[src/rtl/bic_tx_scheduler.sv]
// Purpose: shares one bicTransmit serializer between source A (keyboard) and
//   source B (protocol/echo) with round-robin grants, inter-frame gap and a
//   no-completion timeout; counts completed frames.
// Latency: req -> ack/transEn 1 cycle; charSent -> transEn low 1 cycle.
// Backpressure: a requester holds req until its ack; requests wait while busy.
// Ports:
//   srClock, rst          clock (rising edge), async active-low reset
//   req_x, data_x, ack_x  per-source request, character, one-cycle grant
//   tx_char, transEn      character and enable driven to bicTransmit
//   charSent              frame-complete from bicTransmit (SEND only)
//   busy, timeout_err     not-idle status, one-cycle abandoned-frame pulse
//   sent_count            completed frames, wraps 255 -> 0
module bic_tx_scheduler #(
  parameter int DATA_W         = 8,
  parameter int GAP_CYCLES     = 4,
  parameter int TIMEOUT_CYCLES = 64
) (
  input  logic              srClock,
  input  logic              rst,
  input  logic              req_a,
  input  logic [DATA_W-1:0] data_a,
  output logic              ack_a,
  input  logic              req_b,
  input  logic [DATA_W-1:0] data_b,
  output logic              ack_b,
  output logic [DATA_W-1:0] tx_char,
  output logic              transEn,
  input  logic              charSent,
  output logic              busy,
  output logic              timeout_err,
  output logic [7:0]        sent_count
);

  // One counter serves as the SEND timer and the GAP counter.
  localparam int CNT_MAX = (TIMEOUT_CYCLES > GAP_CYCLES) ? TIMEOUT_CYCLES : GAP_CYCLES;
  localparam int CNT_W   = $clog2(CNT_MAX) + 1;
  localparam logic [CNT_W-1:0] TO_LAST  = CNT_W'(TIMEOUT_CYCLES - 1);
  localparam logic [CNT_W-1:0] GAP_LAST = CNT_W'(GAP_CYCLES - 1);

  typedef enum logic [1:0] {IDLE, SEND, GAP} state_e;

  state_e            state_q, state_d;
  logic [CNT_W-1:0]  cnt_q, cnt_d;
  logic              prio_b_q, prio_b_d;   // 1: B wins the next tie
  logic [DATA_W-1:0] tx_char_q, tx_char_d;
  logic              ack_a_q, ack_a_d;
  logic              ack_b_q, ack_b_d;
  logic              tout_q, tout_d;
  logic [7:0]        sent_q, sent_d;
  logic              trans_en_q, trans_en_d;
  logic              busy_q, busy_d;
  logic              grant_b;

  always_comb begin
    state_d   = state_q;
    cnt_d     = cnt_q;
    prio_b_d  = prio_b_q;
    tx_char_d = tx_char_q;
    ack_a_d   = 1'b0;
    ack_b_d   = 1'b0;
    tout_d    = 1'b0;
    sent_d    = sent_q;
    grant_b   = 1'b0;
    case (state_q)
      IDLE: begin
        if (req_a || req_b) begin
          grant_b   = req_b && (!req_a || prio_b_q);
          tx_char_d = grant_b ? data_b : data_a;
          ack_a_d   = !grant_b;
          ack_b_d   = grant_b;
          prio_b_d  = !grant_b;
          cnt_d     = '0;
          state_d   = SEND;
        end
      end
      SEND: begin
        // Completion wins over a timeout expiring in the same cycle.
        if (charSent) begin
          sent_d  = sent_q + 8'd1;
          cnt_d   = '0;
          state_d = GAP;
        end else if (cnt_q == TO_LAST) begin
          tout_d  = 1'b1;
          cnt_d   = '0;
          state_d = GAP;
        end else begin
          cnt_d = cnt_q + CNT_W'(1);
        end
      end
      GAP: begin
        if (cnt_q == GAP_LAST) begin
          cnt_d   = '0;
          state_d = IDLE;
        end else begin
          cnt_d = cnt_q + CNT_W'(1);
        end
      end
      default: begin
        cnt_d   = '0;
        state_d = IDLE;
      end
    endcase
    // Outputs are registered from the next state so they line up with it.
    trans_en_d = (state_d == SEND);
    busy_d     = (state_d != IDLE);
  end

  always_ff @(posedge srClock or negedge rst) begin
    if (!rst) begin
      state_q    <= IDLE;
      cnt_q      <= '0;
      prio_b_q   <= 1'b0;
      tx_char_q  <= '0;
      ack_a_q    <= 1'b0;
      ack_b_q    <= 1'b0;
      tout_q     <= 1'b0;
      sent_q     <= 8'd0;
      trans_en_q <= 1'b0;
      busy_q     <= 1'b0;
    end else begin
      state_q    <= state_d;
      cnt_q      <= cnt_d;
      prio_b_q   <= prio_b_d;
      tx_char_q  <= tx_char_d;
      ack_a_q    <= ack_a_d;
      ack_b_q    <= ack_b_d;
      tout_q     <= tout_d;
      sent_q     <= sent_d;
      trans_en_q <= trans_en_d;
      busy_q     <= busy_d;
    end
  end

  assign ack_a       = ack_a_q;
  assign ack_b       = ack_b_q;
  assign tx_char     = tx_char_q;
  assign transEn     = trans_en_q;
  assign busy        = busy_q;
  assign timeout_err = tout_q;
  assign sent_count  = sent_q;

endmodule

[config.mk]
export PLATFORM = sky130hd
export DESIGN_NAME = bic_tx_scheduler
export DESIGN_NICKNAME = d
export VERILOG_FILES = /design/src/rtl/bic_tx_scheduler.sv
export SDC_FILE = /design/constraint.sdc
export NUM_CORES = 1
export LEC_CHECK = 0
export CORE_MARGIN = 3
export CORE_UTILIZATION = 49
export CTS_BUF_LIST = sky130_fd_sc_hd__clkbuf_8
export DETAILED_ROUTE_END_ITERATION = 12
export GPL_ROUTABILITY_DRIVEN = 0
export GPL_TIMING_DRIVEN = 0
export PLACE_DENSITY_LB_ADDON = 0.08
export SETUP_SLACK_MARGIN = 0.4
export SYNTH_ARGS = -nofsm -noshare
export SYNTH_HDL_FRONTEND = slang
export SYNTH_SLANG_ARGS = --single-unit
export TNS_END_PERCENT = 20
[constraint.sdc]
create_clock -name srClock -period 2.7 [get_ports srClock]
set_clock_uncertainty 0.15 [all_clocks]
set_input_delay 0.54 -clock srClock [delete_from_list [all_inputs] [get_ports srClock]]
set_output_delay 0.54 -clock srClock [all_outputs]
set_load 0.02 [all_outputs]
### Yosys cells after proc, flatten, opt, wreduce, memory -nomap -nowiden

Index checks and enable logic that the tools add are counted.

| word-level totals | value |
|---|---|
| register bits | 31 |
| input bits | 21 |
| output and inout bits | 21 |
| word-level logic and storage cells | 45 |

| operators by class | value |
|---|---|
| add/subtract/negate cells | 2 |
| eq/ne operators | 6 |
| muxes and demuxes | 18 |
| reductions and logical operators | 9 |

Operators with widths:

| kind | count |
|---|---|
| $mux W7 | 4 |
| $pmux W7 S3 | 1 |
| $add A8 B1 Y8 const B | 1 |
| $mux W2 | 4 |
| $mux W8 | 1 |
| $add A7 B1 Y7 const B | 1 |
| $eq A7 B2 Y1 const B | 1 |
| $eq A7 B6 Y1 const B | 1 |
| $mux W1 | 7 |
| $pmux W2 S3 | 1 |
| $eq A2 B1 Y1 const B | 2 |
| $reduce_and A2 Y1 | 2 |
| $eq A2 B2 Y1 const B | 1 |
| $logic_not A1 Y1 | 2 |
| $logic_not A2 Y1 | 1 |
| $logic_or A1 B1 Y1 | 2 |
| $ne A2 B2 Y1 const B | 1 |
| $reduce_bool A2 Y1 | 1 |
| $logic_and A1 B1 Y1 | 1 |

### Logic depth before layout (Yosys ltp)

Gate-level depths: netlist (run 1).

| logic depth | value |
|---|---|
| depth after elaboration | 6 |
| gate-level depth with buffers | 7 |
| gate-level depth less buffers | 6 |

### Worst setup path before layout (run 1)

No wires, ideal clock.

| path | value |
|---|---|
| kind | reg-to-reg |
| from | register cnt_q[3] |
| to | register trans_en_q, in the netlist transEn |
| library setup time | 119 ps |
| arrival | 1,657 ps |
| required time | 2,431 ps |
| path slack | 774 ps |
| cell stages (with the launch flop) | 5 |
| path buffers | 0 |
| clock period less this slack | 1,926 ps |
| path through | dfrtp_1 -> or4_1 -> o31a_4 -> o31ai_4 -> o21ba_1 |

| between the ends | value |
|---|---|
| longest elaborated chain between the ends | 5 |
| elaborated cells between the ends (all ways) | 7 |
| classes of those cells | eq/ne: 3; mux: 4 |

Ends and longest elaborated chain:

| element | line | text |
|---|---|---|
| start, declared | 43 | `logic [CNT_W-1:0] cnt_q, cnt_d;` |
| start signal, assigned | 122 | `cnt_q <= cnt_d;` |
| $eq A7 B6 Y1 | 82 | `end else if (cnt_q == TO_LAST) begin` |
| $mux W2 | 82 |  |
| $mux W2 | 78 | `if (charSent) begin` |
| $pmux W2 S3 * | 64 | `case (state_q)` |
| $eq A2 B1 Y1 * | 104 | `trans_en_d = (state_d == SEND);` |
| named net trans_en_d | 50 | `logic trans_en_q, trans_en_d;` |
| end signal, assigned | 129 | `trans_en_q <= trans_en_d;` |
| end, declared | 50 |  |

Mark *: on every way through the listed nets, which the timed path passes. The rest lies on a longest branch.
A chain may end at the register's enable or synchronous reset.

### Worst setup path after layout (run 1)

| path | value |
|---|---|
| from | input req_a |
| to | register tx_char_q[4], in the netlist tx_char[4] |

| between the ends | value |
|---|---|
| longest elaborated chain between the ends | 4 |
| elaborated cells between the ends (all ways) | 6 |
| classes of those cells | mux: 1; reduce/logical: 5 |

Ends and longest elaborated chain:

| element | line | text |
|---|---|---|
| start, declared | 20 | `input logic req_a,` |
| $logic_not A1 Y1 | 67 | `grant_b = req_b && (!req_a \|\| prio_b_q);` |
| $logic_or A1 B1 Y1 | 67 |  |
| $logic_and A1 B1 Y1 | 67 |  |
| $mux W8 | 68 | `tx_char_d = grant_b ? data_b : data_a;` |
| end signal, assigned | 124 | `tx_char_q <= tx_char_d;` |
| end, declared | 45 | `logic [DATA_W-1:0] tx_char_q, tx_char_d;` |

Parallel ways exist; a longest one is shown, timed or not.

==> key figures, run 1 <==
Worst setup path
  – Crit end category: register
  – Crit path launch: req_a
  – Crit-path max FO: 10
  – Critical path startpoint category: primary input
  – Crit path kind: primary input to register
  – Arr. time, crit path: 2130 ps
  – Worst path required time: 2700 ps
  – FF-to-FF Start: cnt_q[3]$_DFFE_PN0P_

Clock network
  – CTS Root Cell: clkbuf_8
  – CTS Buffer Depth: 2
  – Clock insertion delay at the later pin of the skew report: 270 ps
  – Post-CTS Hold Buffers: 0
  – Setup repair bufs after CTS: 0
  – Reg clk slew, reported paths: 60 ps
  – # clock sinks: 31
  – Post-CTS Resized: 0
  – Total CTS buffers: 5
  – H-tree depth: 2
  – CTS tree: done

Detailed routing
  – 1st-iter DRT viols: 39
  – DRC viols: 0
  – Via density: 5.50
  – Vias: 1233
  – Post-DRT Antenna Nets: 0
  – 1st-pass router iterations: 4
  – Drt wl/cell: 14.1 um
  – Detailed Route WL: 3.15 mm

Power
  – IR drop worst, VDD: 0.519 mV
  – Tot Pwr: 2.06 mW
  – Leak: 0.903 nW
  – Power Density: 1010 nW/um^2

GRT
  – Vias in the first global route: 1186
  – Initial antenna violation count: 0
  – Largest net degree at the start of global routing: 32
  – GRT overflow: 0
  – GRT Total Usage: 18.5%
  – First-pass GRT wire length: 5.18 mm

Cells and area
  – Area growth syn-to-layout: 33.9%
  – Final Instance Area: 2050 um^2
  – Final Util: 71.8%
  – Layout cell share with drive strength beyond 1: 7.77%
  – Final net count: 221
  – Post-Layout Cell Count: 224
  – Most common cell after layout, fill and taps aside: clkdlybuf4s50_1
  – # diodes: 0
  – Most frequent cells in the layout: clkdlybuf4s50_1, dfrtp_1, nand2_1

Die
  – Die Span Y: 61.9 um
  – Starting density of the core: 53.6%
  – Core Area: 2850 um^2
  – Ports: 42
  – Row count: 19
  – Die width: 61.9 um
  – Die footprint: 3830 um^2

Logic synthesis
  – Mapped Nets: 173
  – Synth area leader: dfrtp_1
  – Top cell type's share of synthesized area: 50.7%
  – Synth top area cells: dfrtp_1, mux2i_1, nand2_1
  – Syn Area/Cell: 10.5 um^2
  – Synthesized instance count: 146
  – Top FF cell, synth: dfrtp_1
  – Asr flop ratio synth: 100%
  – Sequential element share of the synthesized area: 50.7%
  – Cell variety after synth: 36
  – Post-synth EDFFs: 0
  – Mapped cell area: 1530 um^2
  – Yosys warns: 0
  – Flops & latches, synth: 31

Outcome
  – Status: complete, no violations

STA
  – Final setup viols: 0
  – Post-route clock period utilization: 79.0%
  – Slew Limit Fails: 0
  – Fin. Hold Viols: 0
  – Fmax: 0.469 GHz
  – Slew HR: 55.3%
  – Slew @ Worst Pin: 671 ps
  – Fin crit period: 2130 ps
  – Setup TNS: 0 ps
  – RSZ-0062 raised after global routing: false

Place
  – IO buf count: 41
  – Final HPWL DP: 2.40 mm
  – Cell Count Post-Placement: 218
  – Placement Cell Area: 1980 um^2

Min path
  – Min-delay worst type: primary input to async pin

Run
  – # Max-Cap Violations: 0
[cells in the mapped netlist, drive strengths merged, types with 2 or more instances]
cell    number
nor3         6
o21ba        2
nand3        4
clkbuf       4
nor3b        2
xnor2        5
o211ai       3
o31ai        3
dfrtp       31
o21ai       15
nor2         7
nand2       24
ha           6
nand2b       2
nor2b        2
xor2         2
mux2i        9
inv          5
a21oi        3
[final timing paths]
check,end,slack [ps],cells past startpoint
worst min-delay path,timeout_err$_DFF_PN0_,150,1
max in group asynchronous,cnt_q[3]$_DFFE_PN0P_,1810,1
worst max-delay path,tx_char[4]$_DFFE_PN0P_,570,6
min in group srClock,sent_count[7]$_DFFE_PN0P_,330,1
worst min register to register,sent_count[7]$_DFFE_PN0P_,330,1
worst max register to register,transEn$_DFF_PN0_,650,4
[sequential cells by signal, summed over array words and instances, names as in the netlist]
register / cells
timeout_err: 1
tx_char: 8
cnt_q: 7
sent_count: 8
state_q: 2
transEn: 1
prio_b_q: 1
busy: 1
ack_a: 1
ack_b: 1
[area by class of cell]
type                            instances  area [um^2]
Sequential cell                        31          776
Buffer                                  4         16.3
Timing Repair Buffer                   41          405
Inverter                                5         18.8
Multi-Input combinational cell        106          719
Clock inverter                          1         3.75
Fill cell                             223          806
Tap cell                               31         38.8
Clock buffer                            5         68.8
[routing by layer]
layer,track usage (%),part of all wire [%]
met3,6.40,5.7
met1,23.7,42
met2,30.8,52
met4,3.64,0.73
met5,0,0
[critical path, stage by stage]
cell	delay [ps]
clkdlybuf4s50_1	520
inv_1	50
o21ai_1	120
clkbuf_1	520
mux2i_1	290
o21ai_1	80
[kinds of logic (layout without fill, tap and decap cells)]
kind of cell | count (synthesis) | count (layout) | share of synthesized area (%)
muxes | 10 | 10 | 6.63
xor gates and xnor gates | 7 | 7 | 4.01
and+or+nand+nor | 52 | 52 | 16.5
adders and majority gates | 6 | 6 | 4.91
buffers and inverters | 9 | 56 | 2.21
AOI/OAI and AO/OA | 31 | 31 | 15.0
DFF | 31 | 31 | 50.7
[metrics by stage]
| step | setup WS [ps] | hold WS (ps) |
|---|---|---|
| final | 567 | 150 |
| after global routing | 448 | 199 |
| after CTS | 570 | 331 |
| after detailed placement | 274 | 315 |
| after global placement | 347 | 312 |
| after floorplan | 774 | 94.4 |
[power breakdown]
part	switching [mW]	internal, mW	total (mW)
logic	0.546	0.479	1.03
clock network	0.148	0.167	0.315
registers	0.103	0.621	0.724
total	0.797	1.27	2.06
(Power assumes the default switching activity.)
==> inputs of run 2 (changes only) <==
--- a/config.mk
+++ b/config.mk
@@ -6,7 +6,7 @@
 export NUM_CORES = 1
 export LEC_CHECK = 0
 export CORE_MARGIN = 3
-export CORE_UTILIZATION = 49
+export CORE_UTILIZATION = 44
 export CTS_BUF_LIST = sky130_fd_sc_hd__clkbuf_8
 export DETAILED_ROUTE_END_ITERATION = 12
 export GPL_ROUTABILITY_DRIVEN = 0
==> constraint.sdc (replaced) <==
create_clock -name srClock -period 1.9 [get_ports srClock]
set_clock_uncertainty 0.15 [all_clocks]
set_input_delay 0.38 -clock srClock [delete_from_list [all_inputs] [get_ports srClock]]
set_output_delay 0.38 -clock srClock [all_outputs]
set_load 0.02 [all_outputs]
==> run 2 against run 1 <==
Against the previous run:
- the flow now finishes with violations (negative setup slack)
- first-iteration DRC count rose by 74%
- sequential power is 42% higher
- routed wire length grew 2.5%
- hold slack worse by 36 ps
- combinational power up 38%
- die area increased by 10%
- critical endpoint is now transEn$_DFF_PN0_
- largest cell class unchanged
==> key figures, run 2 (synthesis gave the netlist of run 1 again) <==
STA
  – Final setup viols: 1
  – Setup WS post-layout: -22.0 ps
  – Slew Limit Fails: 0
  – Hold_ws: 114 ps
  – Fin crit period: 1920 ps
  – Setup TNS: -22.0 ps
  – Fmax: 0.520 GHz
  – Fin. Hold Viols: 0
  – Slew @ Worst Pin: 763 ps
  – RSZ-0062 raised after global routing: true
  – Slew HR: 49.1%
  – Post-route clock period utilization: 101%

Worst setup path
  – RR Endpoint: transEn$_DFF_PN0_
  – Flop2flop setup slack: -20 ps
  – Crit-path max FO: 8
  – Critical Path End: transEn$_DFF_PN0_
  – Crit path kind: register to register
  – Reg2Reg Depth: 4
  – Crit path launch: cnt_q[4]$_DFFE_PN0P_
  – FF-to-FF Start: cnt_q[4]$_DFFE_PN0P_
  – Worst path required time: 1910 ps
  – Arr. time, crit path: 1940 ps
  – Crit end category: register
  – Critical path startpoint category: register

Detailed routing
  – Vias: 1245
  – Post-DRT Antenna Nets: 0
  – Via density: 5.08
  – Detailed Route WL: 3.23 mm
  – DRC viols: 0
  – 1st-iter DRT viols: 68
  – 1st-pass router iterations: 4
  – Drt wl/cell: 13.2 um

Power
  – Switching Share: 38.2%
  – Leak: 1.00 nW
  – IR drop worst, VDD: 0.764 mV
  – Sequential fraction of design power: 33.0%
  – Switch Pwr: 1.19 mW
  – Power share of the combinational group: 45.6%
  – Tot Pwr: 3.12 mW
  – Internal power: 1.93 mW
  – Clock network power share: 21.4%
  – Power Density: 1450 nW/um^2

Clock network
  – Clock insertion delay at the later pin of the skew report: 280 ps
  – Reg clk slew, reported paths: 70 ps
  – Total CTS buffers: 5
  – H-tree depth: 2
  – Post-CTS Hold Buffers: 0
  – CTS Root Cell: clkbuf_8
  – CTS Buffer Depth: 2
  – # clock sinks: 31
  – CTS tree: done

Cells and area
  – Final Util: 67.8%
  – Area growth syn-to-layout: 41.0%
  – Most common cell after layout, fill and taps aside: dfrtp_1
  – Layout cell share with drive strength beyond 1: 24.9%
  – FILL cells: 275
  – FF+latch area: 777 um^2
  – Final net count: 227
  – Final Instance Area: 2160 um^2
  – # diodes: 0
  – Multi-input gate area: 749 um^2
  – Post-Layout Cell Count: 245
  – Most frequent cells in the layout: dfrtp_1, nand2_1, clkdlybuf4s50_1

Die
  – Die width: 65.0 um
  – Row count: 20
  – Ports: 42
  – Core Area: 3180 um^2
  – Starting density of the core: 48.1%
  – Die footprint: 4220 um^2
  – Die Span Y: 65.0 um

Place
  – Final HPWL DP: 2.24 mm
  – Placement Cell Area: 1990 um^2
  – Cell Count Post-Placement: 231
  – Placement Setup Slack: -337 ps
  – IO buf count: 41

Outcome
  – Failing checks: negative setup slack
  – Status: complete, but fails checks

GRT
  – Vias in the first global route: 1296
  – Largest net degree at the start of global routing: 32
  – GRT overflow: 0
  – Initial antenna violation count: 0
  – First-pass GRT wire length: 5.96 mm
  – GRT Total Usage: 18.5%

Min path
  – Min-delay worst type: primary input to async pin

Run
  – # Max-Cap Violations: 0
-- run 2: cell count changes in the layout (fill, tap and decap cells not counted), sizes merged --
cell and change:
buf +13, bufinv +1, clkbuf +7, clkdlybuf4s15 +8
clkdlybuf4s50 -23, clkinv +1, dlygate4sd2 +1, dlymetal6s2s +1
inv -1
-- run 2: what timing repair did --
item,CTS,global route
pin swaps,8,4
gates resized for setup,71,21
setup buffers,5,1
endpoints found under the setup margin,80,42
-- run 2: metal layers --
metal | wire, um | up-vias | GRT usage [%]
li1 | - | 617 | -
met1 | 1320 | 580 | 21.9
met2 | 1590 | 43 | 30.7
met3 | 270 | 5 | 6.76
met4 | 49 | 0 | 6.33
met5 | 0 | - | 0
-- run 2: power by group through the flow --
stage,clock (mW),sequential (mW),combinational (mW)
6_report,0.668,1.03,1.42
5_1_grt,0.715,1.07,1.57
4_1_cts,0.686,1.03,1.46
3_5_place_dp,0,1.05,1.45
3_3_place_gp,0,1.03,1.43
2_1_floorplan,0,1.23,0.694
-- run 2: cell type report --
cell class              count  share of cell area (%)
clock inverters             2                    1.63
multi-input cells         106                    34.8
flip-flops and latches     31                    36.0
inverters                   5                   0.871
plain buffers               4                    2.15
well taps                  44                    2.55
clock buffers               6                    3.83
repair buffers             47                    18.2
-- run 2: worst min path at each step --
stage / startpoint / to / slack, ps / cells after the start
3_5_place_dp: sent_count[7]$_DFFE_PN0P_ / sent_count[7]$_DFFE_PN0P_ / 320 / 1
5_1_grt: rst / cnt_q[5]$_DFFE_PN0P_ / 180 / 1
2_1_floorplan: rst / ack_a$_DFF_PN0_ / -70 / 0
6_report: rst / cnt_q[5]$_DFFE_PN0P_ / 110 / 1
3_3_place_gp: sent_count[7]$_DFFE_PN0P_ / sent_count[7]$_DFFE_PN0P_ / 310 / 1
4_1_cts: rst / sent_count[0]$_DFFE_PN0P_ / 140 / 1
-- run 2: critical path, stage by stage, from the launching register on --
cell	delay [ps]
dfrtp_2	410
or4_4	510
o31a_4	350
o31ai_4	210
o21ba_1	180
